--- src/rtl/id_pair_packer.sv ---
// Packs a stream of {ref_id, cmp_id} pairs into wide output words, padding the
// unused slots of the final word of each stream.
module id_pair_packer #(
    parameter int BUS_WIDTH    = 128,
    parameter int VEC_ID_WIDTH = 8,
    parameter logic [2*VEC_ID_WIDTH-1:0] PAD_VALUE = '1
) (
    input  logic                      ap_clk,
    input  logic                      ap_rstn,
    input  logic [2*VEC_ID_WIDTH-1:0] S_AXIS_ID_PAIR_tdata,
    input  logic                      S_AXIS_ID_PAIR_tvalid,
    input  logic                      S_AXIS_ID_PAIR_tlast,
    output logic                      S_AXIS_ID_PAIR_tready,
    output logic [BUS_WIDTH-1:0]      M_AXIS_DATA_tdata,
    output logic                      M_AXIS_DATA_tvalid,
    output logic                      M_AXIS_DATA_tlast,
    input  logic                      M_AXIS_DATA_tready,
    output logic [31:0]               stream_pairs,
    output logic                      stream_done
);

    localparam int PAIR_W = 2 * VEC_ID_WIDTH;
    localparam int SLOTS  = BUS_WIDTH / PAIR_W;
    localparam int CNT_W  = (SLOTS > 1) ? $clog2(SLOTS) : 1;
    localparam logic [CNT_W-1:0] LAST_SLOT = CNT_W'(SLOTS - 1);
    localparam logic [BUS_WIDTH-1:0] PAD_WORD = {SLOTS{PAD_VALUE}};

    logic [CNT_W-1:0]     slot_cnt;
    logic [BUS_WIDTH-1:0] acc;
    logic [BUS_WIDTH-1:0] merged;
    logic [31:0]          pair_cnt;
    logic                 accept;
    logic                 complete;
    logic                 out_hs;

    assign S_AXIS_ID_PAIR_tready = !M_AXIS_DATA_tvalid || M_AXIS_DATA_tready;
    assign accept   = S_AXIS_ID_PAIR_tvalid && S_AXIS_ID_PAIR_tready;
    assign complete = accept && ((slot_cnt == LAST_SLOT) || S_AXIS_ID_PAIR_tlast);
    assign out_hs   = M_AXIS_DATA_tvalid && M_AXIS_DATA_tready;

    // Slots above slot_cnt always hold padding, so merging only the new pair
    // yields a correctly padded word on an early (tlast) completion.
    always_comb begin
        merged = acc;
        merged[int'(slot_cnt) * PAIR_W +: PAIR_W] = S_AXIS_ID_PAIR_tdata;
    end

    always_ff @(posedge ap_clk or negedge ap_rstn) begin
        if (!ap_rstn) begin
            slot_cnt <= '0;
            acc      <= PAD_WORD;
        end else if (complete) begin
            slot_cnt <= '0;
            acc      <= PAD_WORD;
        end else if (accept) begin
            slot_cnt <= slot_cnt + 1'b1;
            acc      <= merged;
        end
    end

    always_ff @(posedge ap_clk or negedge ap_rstn) begin
        if (!ap_rstn) begin
            M_AXIS_DATA_tdata  <= '0;
            M_AXIS_DATA_tvalid <= 1'b0;
            M_AXIS_DATA_tlast  <= 1'b0;
        end else if (complete) begin
            M_AXIS_DATA_tdata  <= merged;
            M_AXIS_DATA_tvalid <= 1'b1;
            M_AXIS_DATA_tlast  <= S_AXIS_ID_PAIR_tlast;
        end else if (out_hs) begin
            M_AXIS_DATA_tvalid <= 1'b0;
            M_AXIS_DATA_tlast  <= 1'b0;
        end
    end

    always_ff @(posedge ap_clk or negedge ap_rstn) begin
        if (!ap_rstn) begin
            pair_cnt     <= '0;
            stream_pairs <= '0;
            stream_done  <= 1'b0;
        end else begin
            stream_done <= out_hs && M_AXIS_DATA_tlast;
            if (accept) begin
                if (S_AXIS_ID_PAIR_tlast) begin
                    stream_pairs <= pair_cnt + 32'd1;
                    pair_cnt     <= '0;
                end else begin
                    pair_cnt <= pair_cnt + 32'd1;
                end
            end
        end
    end

endmodule

--- config.mk ---
export PLATFORM = sky130hd
export DESIGN_NAME = id_pair_packer
export DESIGN_NICKNAME = d
export VERILOG_FILES = /design/src/rtl/id_pair_packer.sv
export SDC_FILE = /design/constraint.sdc
export NUM_CORES = 1
export LEC_CHECK = 0
export BUFFER_PORTS_ARGS = -buffer_cell sky130_fd_sc_hd__buf_2
export CAP_MARGIN = 25
export CORE_ASPECT_RATIO = 0.6
export CORE_MARGIN = 2
export CORE_UTILIZATION = 48
export DETAILED_ROUTE_END_ITERATION = 7
export PLACE_DENSITY = 0.71
export SYNTH_ARGS = -nofsm -noshare
export SYNTH_HDL_FRONTEND = slang
export SYNTH_SLANG_ARGS = --single-unit
--- constraint.sdc ---
create_clock -name ap_clk -period 2.7 [get_ports ap_clk]
set_input_delay 0.54 -clock ap_clk [delete_from_list [all_inputs] [get_ports ap_clk]]
set_output_delay 0.54 -clock ap_clk [all_outputs]
set_load 0.05 [all_outputs]
======== Yosys cells after proc, flatten, opt, wreduce, memory -nomap -nowiden ========
Index checks and enable logic that the tools add are counted.
storage, ports and cells
  register bits ........................... 326
  bits of input ports ..................... 21
  output and inout bits ................... 164
operators by class
  add/sub/neg operators ................... 3
  equal/unequal tests ..................... 1
  shift operators ......................... 2
  muxes and demuxes ....................... 9
  reductions and logical operators ........ 10
operators with widths
  operator                     number
  $mux W128                    2
  $bwmux W128                  1
  $shift A16 B33 Y128 const A  1
  $shiftx A16 B33 Y128         1
  $neg A7 Y33                  1
  $add A32 B1 Y32 const B      1
  $mux W32                     1
  $mux W3                      2
  $logic_and A1 B1 Y1          4
  $reduce_bool A2 Y1           2
  $add A3 B1 Y3 const B        1
  $eq A3 B3 Y1 const B         1
  $mux W1                      3
  $logic_or A1 B1 Y1           2
  $reduce_and A2 Y1            1
  $logic_not A1 Y1             1

======== Logic depth before layout (Yosys ltp) ========
Gate-level depths: netlist (run 1).
  word-level depth ........................ 5
  depth in mapped cells ................... 10
  depth with buffers taken out ............ 8

======== Worst setup path after synthesis (run 1) ========
Ideal clock, no wire load.
  path type ............................... reg2reg
  from .................................... register slot_cnt[0]
  to ...................................... register acc[10]
  data arrival time ....................... 2.532 ns
  required time ........................... 2.620 ns
  slack ................................... 0.088 ns
  stages on the path, launching flop included .. 11
  clock period less this slack ............ 2.612 ns
  cell sequence ........................... dfrtp_1 > inv_1 > ha_1 > ha_1 > clkbuf_1 > or4b_1 > buf_6 > or2_1 > buf_2 > buf_6 > o22a_1
between the ends
  cells in the longest elaborated chain, start to end .. 5
  elaborated cells on any way between the ends .. 10
  classes of those cells .................. add/sub: 1; eq/ne: 1; shift: 2; mux: 3; reduce/logical: 3
RTL lines
  item                                                                RTL line  RTL
  start: declaration                                                  28        logic [CNT_W-1:0] slot_cnt;
  start signal: assignment                                            56        slot_cnt <= slot_cnt + 1'b1;
  $neg A7 Y33                                                         45        merged[int'(slot_cnt) * PAIR_W +: PAIR_W] = S_AXIS_ID_PAIR_tdata;
  $shiftx A16 B33 Y128 / $shift A16 B33 Y128 (equally long branches)  45
  $bwmux W128                                                         45
  $mux W128                                                           55        end else if (accept) begin
  $mux W128                                                           52        end else if (complete) begin
  end signal: assignment                                              57        acc <= merged;
  end: declaration                                                    29        logic [BUS_WIDTH-1:0] acc;
Several ways; a longest one is shown, not always the timed one. The select of a mux whose other input is x is not followed.
A chain may end at the register's enable or synchronous reset.

======== Worst setup path in the final report (run 1) ========
  from .................................... register slot_cnt[1]
  to ...................................... register acc[4]
Same word-level chain as after synthesis.

==> summary.txt, run 1 <==
Number of buffers created by CTS: 31
Non-Filler Instances: 2034
GRT overflow: 0
CTS Sinks: 326
I/O pin total: 185
VDD IR max: 0.574 mV
FFs w/ async S/R, synth: 100%
Max Root-Sink Buffers: 3
Worst R2R Start: slot_cnt[1]$_DFFE_PN0P_
Syn Nets: 1469
Worst min path class: in -> reg
Setup violations, final: 0
Final antenna-violating net count: 0
Mapped Cells: 1440
Crit share post-route: 95.4%
Post-synth EDFFs: 0
CTS root buffer: clkbuf_16
Skew-Pair Late Insertion Delay: 0.57 ns
Final setup skew: 0.0155 ns
Worst Tran Pin Value: 0.922 ns
Terminus of the critical flop-to-flop path: acc[4]$_DFFE_PN1P_
Yosys warning total: 0
RSZ-0062 raised after global routing: false
Most common cell after layout, fill and taps aside: nand2_1
P_leak: 7.85 nW
Drt pass-1 iters: 5
Max Cap Viol: 0
Initial DRC count: 997
Number of global-route vias before repair: 10700
Crit path capture: acc[4]$_DFFE_PN1P_
RD Place Congestion: 0.914
Vias/cell: 5.58
Area grow syn2layout: 17.9%
Syn Std Cell Area: 0.0145 mm^2
Fraction of layout cells with a size suffix above 1: 26.6%
Reg2reg setup slack: 0.12 ns
DR vias: 11300
Crit path launch: slot_cnt[1]$_DFFE_PN0P_
Endpoint class of the critical path: register
Synth Register Bits: 326
Die Y: 139 um
CP Max Fanout: 15
Register area share after synthesis: 57.4%
WL per Instance: 18.9 um
# diodes: 0
Row Count: 49
Clk pin slew, worst setup/hold paths: 0.06 ns
Post-Place Cells: 1976
Hold Vio Cnt, Final: 0
CP Launch Type: register
Most common flop cell mapped by yosys: dfrtp_1
Tot Pwr: 14.6 mW
CTS tree: yes
Final nets: 1631
Port Buf Inserts: 184
DRC Markers: 0
H-tree levels: 1
Die width: 228 um
Worst Path Arrival: 3.07 ns
Initial antenna violation count: 0
Crit path time final: 2.58 ns
Slew headroom: 38.3%
Pin count of the biggest net entering global routing: 72
Setup TNS Final: 0 ns
R2r worst-path depth: 6
Crit path kind: reg -> reg
Status: completed
Syn avg cell area: 10.1 um^2
Post-Route WL: 38.3 mm
Pwr Density: 854 mW/mm^2
Die ar.: 0.0316 mm^2
DP Wirelength: 26.5 mm
FMAX: 0.388 GHz
Synth unique cells: 46
Final Slew Violations: 0
Most frequent cells in the layout: nand2_1, o21ai_0, dfrtp_1
Global-route wire length before repair: 60.7 mm
Tot GR Track Use: 24.0%
Critical Path RT: 3.20 ns
CORE AREA: 0.0298 mm^2
Starting density of the core: 48.6%
-- how the worst min path moves through the flow --
| stage | start | end | slack, ns | cells past startpoint |
|---|---|---|---|---|
| 2_1_floorplan | ap_rstn | M_AXIS_DATA_tdata[0]$_DFFE_PN0P_ | 0.24 | 0 |
| 3_3_place_gp | stream_pairs[25]$_DFFE_PN0P_ | stream_pairs[25]$_DFFE_PN0P_ | 0.46 | 2 |
| 3_5_place_dp | M_AXIS_DATA_tdata[3]$_DFFE_PN0P_ | M_AXIS_DATA_tdata[3]$_DFFE_PN0P_ | 0.47 | 2 |
| 4_1_cts | M_AXIS_DATA_tready | stream_done$_DFF_PN0_ | 0.24 | 2 |
| 5_1_grt | M_AXIS_DATA_tready | stream_done$_DFF_PN0_ | 0.24 | 2 |
| 6_report | M_AXIS_DATA_tready | stream_done$_DFF_PN0_ | 0.25 | 2 |
-- routing by layer --
layer	GRT usage, %	part of all wire (%)	up-vias
met2	34.1	43	338
met1	38.2	49	5587
met3	4.77	6.6	49
met5	0	0	-
li1	-	-	5369
met4	4.40	1.6	0
-- power by group --
group          total (mW)  leakage, nW  switching [mW]  internal, mW
clock network        4.53        0.514            1.92          2.61
registers            6.05         3.78           0.421          5.62
logic                4.01         3.56            3.04         0.973
-- synthesized netlist by cell type, types with 2 or more instances --
cell | n | share of area (%)
nor2_1 | 111 | 2.9
nor2b_1 | 3 | 0.13
a21oi_1 | 108 | 3.7
nand2_1 | 230 | 6.0
a31oi_1 | 9 | 0.39
and2_1 | 16 | 0.69
nand3b_1 | 4 | 0.21
xnor2_1 | 8 | 0.48
or4_1 | 3 | 0.16
inv_1 | 5 | 0.13
clkbuf_1 | 96 | 2.5
ha_1 | 8 | 0.69
nand3_1 | 25 | 0.86
o32a_1 | 2 | 0.14
or2_2 | 2 | 0.086
nand4b_1 | 2 | 0.12
and4_1 | 5 | 0.30
nor3_1 | 7 | 0.24
dfstp_2 | 128 | 23
dfrtp_1 | 198 | 34
o22a_1 | 79 | 4.8
xor2_1 | 22 | 1.3
or3_1 | 3 | 0.13
or2_1 | 3 | 0.13
o21ai_0 | 199 | 6.9
and3_1 | 22 | 0.95
nand4_1 | 9 | 0.39
a41oi_1 | 6 | 0.36
o31ai_1 | 18 | 0.93
mux2i_1 | 78 | 5.4
buf_6 | 2 | 0.16
buf_2 | 13 | 0.45
nor4_1 | 3 | 0.13
-- cells by family after synthesis --
family / after synthesis / share of synthesized area [%]
multiplexers: 79 / 5.47
AO/OA/AOI/OAI: 427 / 17.6
adder cells (fa/ha/maj): 8 / 0.691
AND/OR/NAND/NOR: 453 / 13.8
flip-flops: 326 / 57.4
buffers and inverters: 117 / 3.25
XOR/XNOR: 30 / 1.81
-- registers in the layout (all words and copies together), names as in the netlist --
name,flops
M_AXIS_DATA_tdata,128
pair_cnt,32
acc,128
stream_done,1
stream_pairs,32
slot_cnt,3
M_AXIS_DATA_tlast,1
M_AXIS_DATA_tvalid,1
-- worst max-delay path: stages (launching register included) --
cell and delay (ns):
dfrtp_1 0.42, inv_1 0.11, ha_1 0.22, ha_1 0.40
or4b_1 0.64, or2_2 0.46, o22a_1 0.26
-- final cells by class --
cell class              count  area, um^2
fillers                  2608       12700
flip-flops and latches    326        8320
multi-input cells         997        5720
repair buffers            241        1450
clock buffers              47         948
well taps                 408         510
clock inverters            10         108
inverters                   5        18.8
-- per-stage QoR --
step	utilization, %	setup WS, ns	hold WS (ns)	instance area [um^2]
CTS	57.3	0.0503	0.238	17100
detailed placement	53.7	0.0701	0.465	16000
finish	57.3	0.125	0.245	17100
global placement	53.7	0.152	0.458	16000
global route	57.3	0.00312	0.243	17100
floorplan	-	0.0881	0.244	14500
-- what timing repair did --
item / 4_1_cts / 5_1_grt
endpoints found under the setup margin: 0 / 56
endpoints found under the hold margin: 38 / 0
setup buffers: 0 / 0
resized for setup: 0 / 4
hold buffers: 1 / 0
(Power assumes the default switching activity.)
==> run 2, diff against run 1 <==
==> constraint.sdc (replaced) <==
create_clock -name ap_clk -period 2.7 [get_ports ap_clk]
set_input_delay 0.135 -clock ap_clk [delete_from_list [all_inputs] [get_ports ap_clk]]
set_output_delay 0.135 -clock ap_clk [all_outputs]
set_load 0.05 [all_outputs]
==> run 2 against run 1 <==
Clock skew is 0.0042 ns lower. Via count grew 1.1%. Sequential share of layout area shrank 0.50 points. Sequential power barely moved. Die area stayed put. Critical path depth stayed put. Sequential cell count stayed put. Highest routed layer unchanged.
==> summary.txt, run 2 (synthesis gave the netlist of run 1 again) <==
H-tree levels: 1 (unchanged)
Final nets: 1648 (+1.0%)
CTS tree: yes
CTS root buffer: clkbuf_16
CP Launch Type: register
CP Max Fanout: 15 (unchanged)
Number of global-route vias before repair: 11000 (+2.8%)
Worst Path Arrival: 3.05 ns (-0.02 ns)
Initial DRC count: 1120 (+12%)
Pwr Density: 849 mW/mm^2 (-0.60%)
Crit path time final: 2.55 ns (-0.0278 ns)
Critical Path RT: 3.20 ns (about the same)
Pin count of the biggest net entering global routing: 103 (+43%)
Most frequent cells in the layout: nand2_1, o21ai_0, dfrtp_1
Starting density of the core: 48.6% (unchanged)
Filler cells: 2584 (-0.92%)
Hold Vio Cnt, Final: 0 (unchanged)
Worst path slowest cell: or3_1
Crit path capture: acc[5]$_DFFE_PN1P_
R2r worst-path depth: 6 (unchanged)
Worst Tran Pin Value: 0.826 ns (-0.0966 ns)
DR vias: 11500 (+1.1%)
Final setup skew: 0.0113 ns (-0.00421 ns)
Setup violations, final: 0 (unchanged)
CTS Sinks: 326 (unchanged)
Die ar.: 0.0316 mm^2 (unchanged)
Worst min path class: in -> reg
P_leak: 7.93 nW (+1.0%)
Post-Route WL: 38.5 mm (+0.43%)
Placed cell area: 0.0160 mm^2 (about the same)
Fin area: 0.0172 mm^2 (+1.0%)
Area grow syn2layout: 19.1%
Die width: 228 um (unchanged)
Endpoint class of the critical path: register
RSZ-0062 raised after global routing: false
Drt pass-1 iters: 5 (unchanged)
# diodes: 0 (unchanged)
Terminus of the critical flop-to-flop path: acc[5]$_DFFE_PN1P_
Status: completed
Number of buffers created by CTS: 31 (unchanged)
Post-CTS Setup Repair Bufs: 0 (unchanged)
Skew-Pair Late Insertion Delay: 0.58 ns (about the same)
Tot GR Track Use: 24.2% (+0.18 points)
Reg2reg setup slack: 0.15 ns (+0.03 ns)
GRT overflow: 0 (unchanged)
Crit share post-route: 94.3% (-1.0 points)
DRC Markers: 0 (unchanged)
RD Place Congestion: 0.902 (-1.4%)
Die Y: 139 um (unchanged)
Initial antenna violation count: 0 (unchanged)
Slew headroom: 45.0% (+6.7 points)
Max Cap Viol: 0 (unchanged)
FMAX: 0.393 GHz (+1.1%)
Max Root-Sink Buffers: 3 (unchanged)
Largest registers: M_AXIS_DATA_tdata: 128 flops, acc: 128 flops
Clk pin slew, worst setup/hold paths: 0.07 ns (about the same)
Setup TNS Final: 0 ns (unchanged)
Port Buf Inserts: 184 (unchanged)
Critical path cell sequence: ha_1, ha_1, or2_1, or3_1, or2_1, o22a_1
Most common cell after layout, fill and taps aside: nand2_1
DP Wirelength: 26.3 mm (-0.96%)
Row Count: 49 (unchanged)
WL per Instance: 18.8 um (-0.45%)
Max incr delay on CP: 0.51 ns (-0.13 ns)
Crit path launch: slot_cnt[1]$_DFFE_PN0P_
Final Slew Violations: 0 (unchanged)
Vias/cell: 5.59 (+0.23%)
Fraction of layout cells with a size suffix above 1: 25.9% (-0.72 points)
I/O pin total: 185 (unchanged)
Global-route wire length before repair: 61.2 mm (+0.94%)
Worst R2R Start: slot_cnt[1]$_DFFE_PN0P_
CORE AREA: 0.0298 mm^2 (unchanged)
Crit path kind: reg -> reg
VDD IR max: 0.499 mV (-13%)
Final antenna-violating net count: 0 (unchanged)
[run 2: cell count changes in the layout (fill, tap and decap cells not counted), moves of 2 or more]
cell / before / now
clkinv_4: 0 / 2
clkinvlp_4: 3 / 0
clkbuf_1: 7 / 11
dlygate4sd3_1: 1 / 19
clkbuf_16: 33 / 35
buf_4: 49 / 47
clkbuf_8: 7 / 2
[run 2: critical path: cells and delay by family (launching register included)]
kind                       cells  cell delay, ns
DFF                            1            0.44
AOI/OAI and AO/OA              1            0.30
adders and majority gates      2            0.44
and+or+nand+nor                3            1.28
[run 2: worst min path at each step]
stage | startpoint | endpoint | cells past startpoint
after floorplan | ap_rstn | M_AXIS_DATA_tdata[0]$_DFFE_PN0P_ | 0
after global placement | ap_rstn | M_AXIS_DATA_tdata[42]$_DFFE_PN0P_ | 1
after detailed placement | ap_rstn | M_AXIS_DATA_tdata[42]$_DFFE_PN0P_ | 1
after CTS | S_AXIS_ID_PAIR_tvalid | M_AXIS_DATA_tlast$_DFFE_PN0P_ | 4
after global routing | S_AXIS_ID_PAIR_tvalid | M_AXIS_DATA_tlast$_DFFE_PN0P_ | 4
final | S_AXIS_ID_PAIR_tvalid | M_AXIS_DATA_tlast$_DFFE_PN0P_ | 4
[run 2: stage by stage]
stage / util, % / total power [mW] / hold slack [ns] / worst slack, ns / instances
2_1_floorplan: - / 8.93 / -0.161 / 0.0881 / 1440
3_3_place_gp: 53.7 / 10.1 / 0.256 / 0.236 / 1975
3_5_place_dp: 53.7 / 10.2 / 0.256 / 0.162 / 1975
4_1_cts: 57.9 / 14.7 / 0.00729 / 0.135 / 2052
5_1_grt: 57.9 / 15.3 / 0.0500 / 0.0208 / 2052
6_report: 57.9 / 14.6 / 0.0373 / 0.153 / 2052
[run 2: cell type report]
cell class | instances | area, um^2 | share of cell area (%)
well taps | 408 | 510 | 2.96
repair buffers | 258 | 1630 | 9.47
clock buffers | 48 | 945 | 5.48
clock inverters | 10 | 111 | 0.646
multi-input cells | 997 | 5710 | 33.1
flip-flops and latches | 326 | 8320 | 48.2
inverters | 5 | 18.8 | 0.109
[run 2: power by group]
group | internal [mW] | leakage [nW] | total, mW | switching, mW
combinational | 0.999 | 3.63 | 4.07 | 3.07
clock | 2.61 | 0.519 | 4.55 | 1.94
sequential | 5.62 | 3.78 | 6.03 | 0.408
[run 2: what timing repair did]
item / in CTS / in global routing
hold endpoints to repair: 124 / 0
resized for setup: 0 / 1
setup endpoints to repair: 0 / 11
hold buffers: 19 / 0
[run 2: per-layer routing]
layer	GRT usage (%)	up-vias	share of wire [%]
met4	6.16	0	2.4
met1	38.0	5623	49
met3	4.79	69	6.7
met5	0	-	0
li1	-	5410	-
met2	34.1	368	42
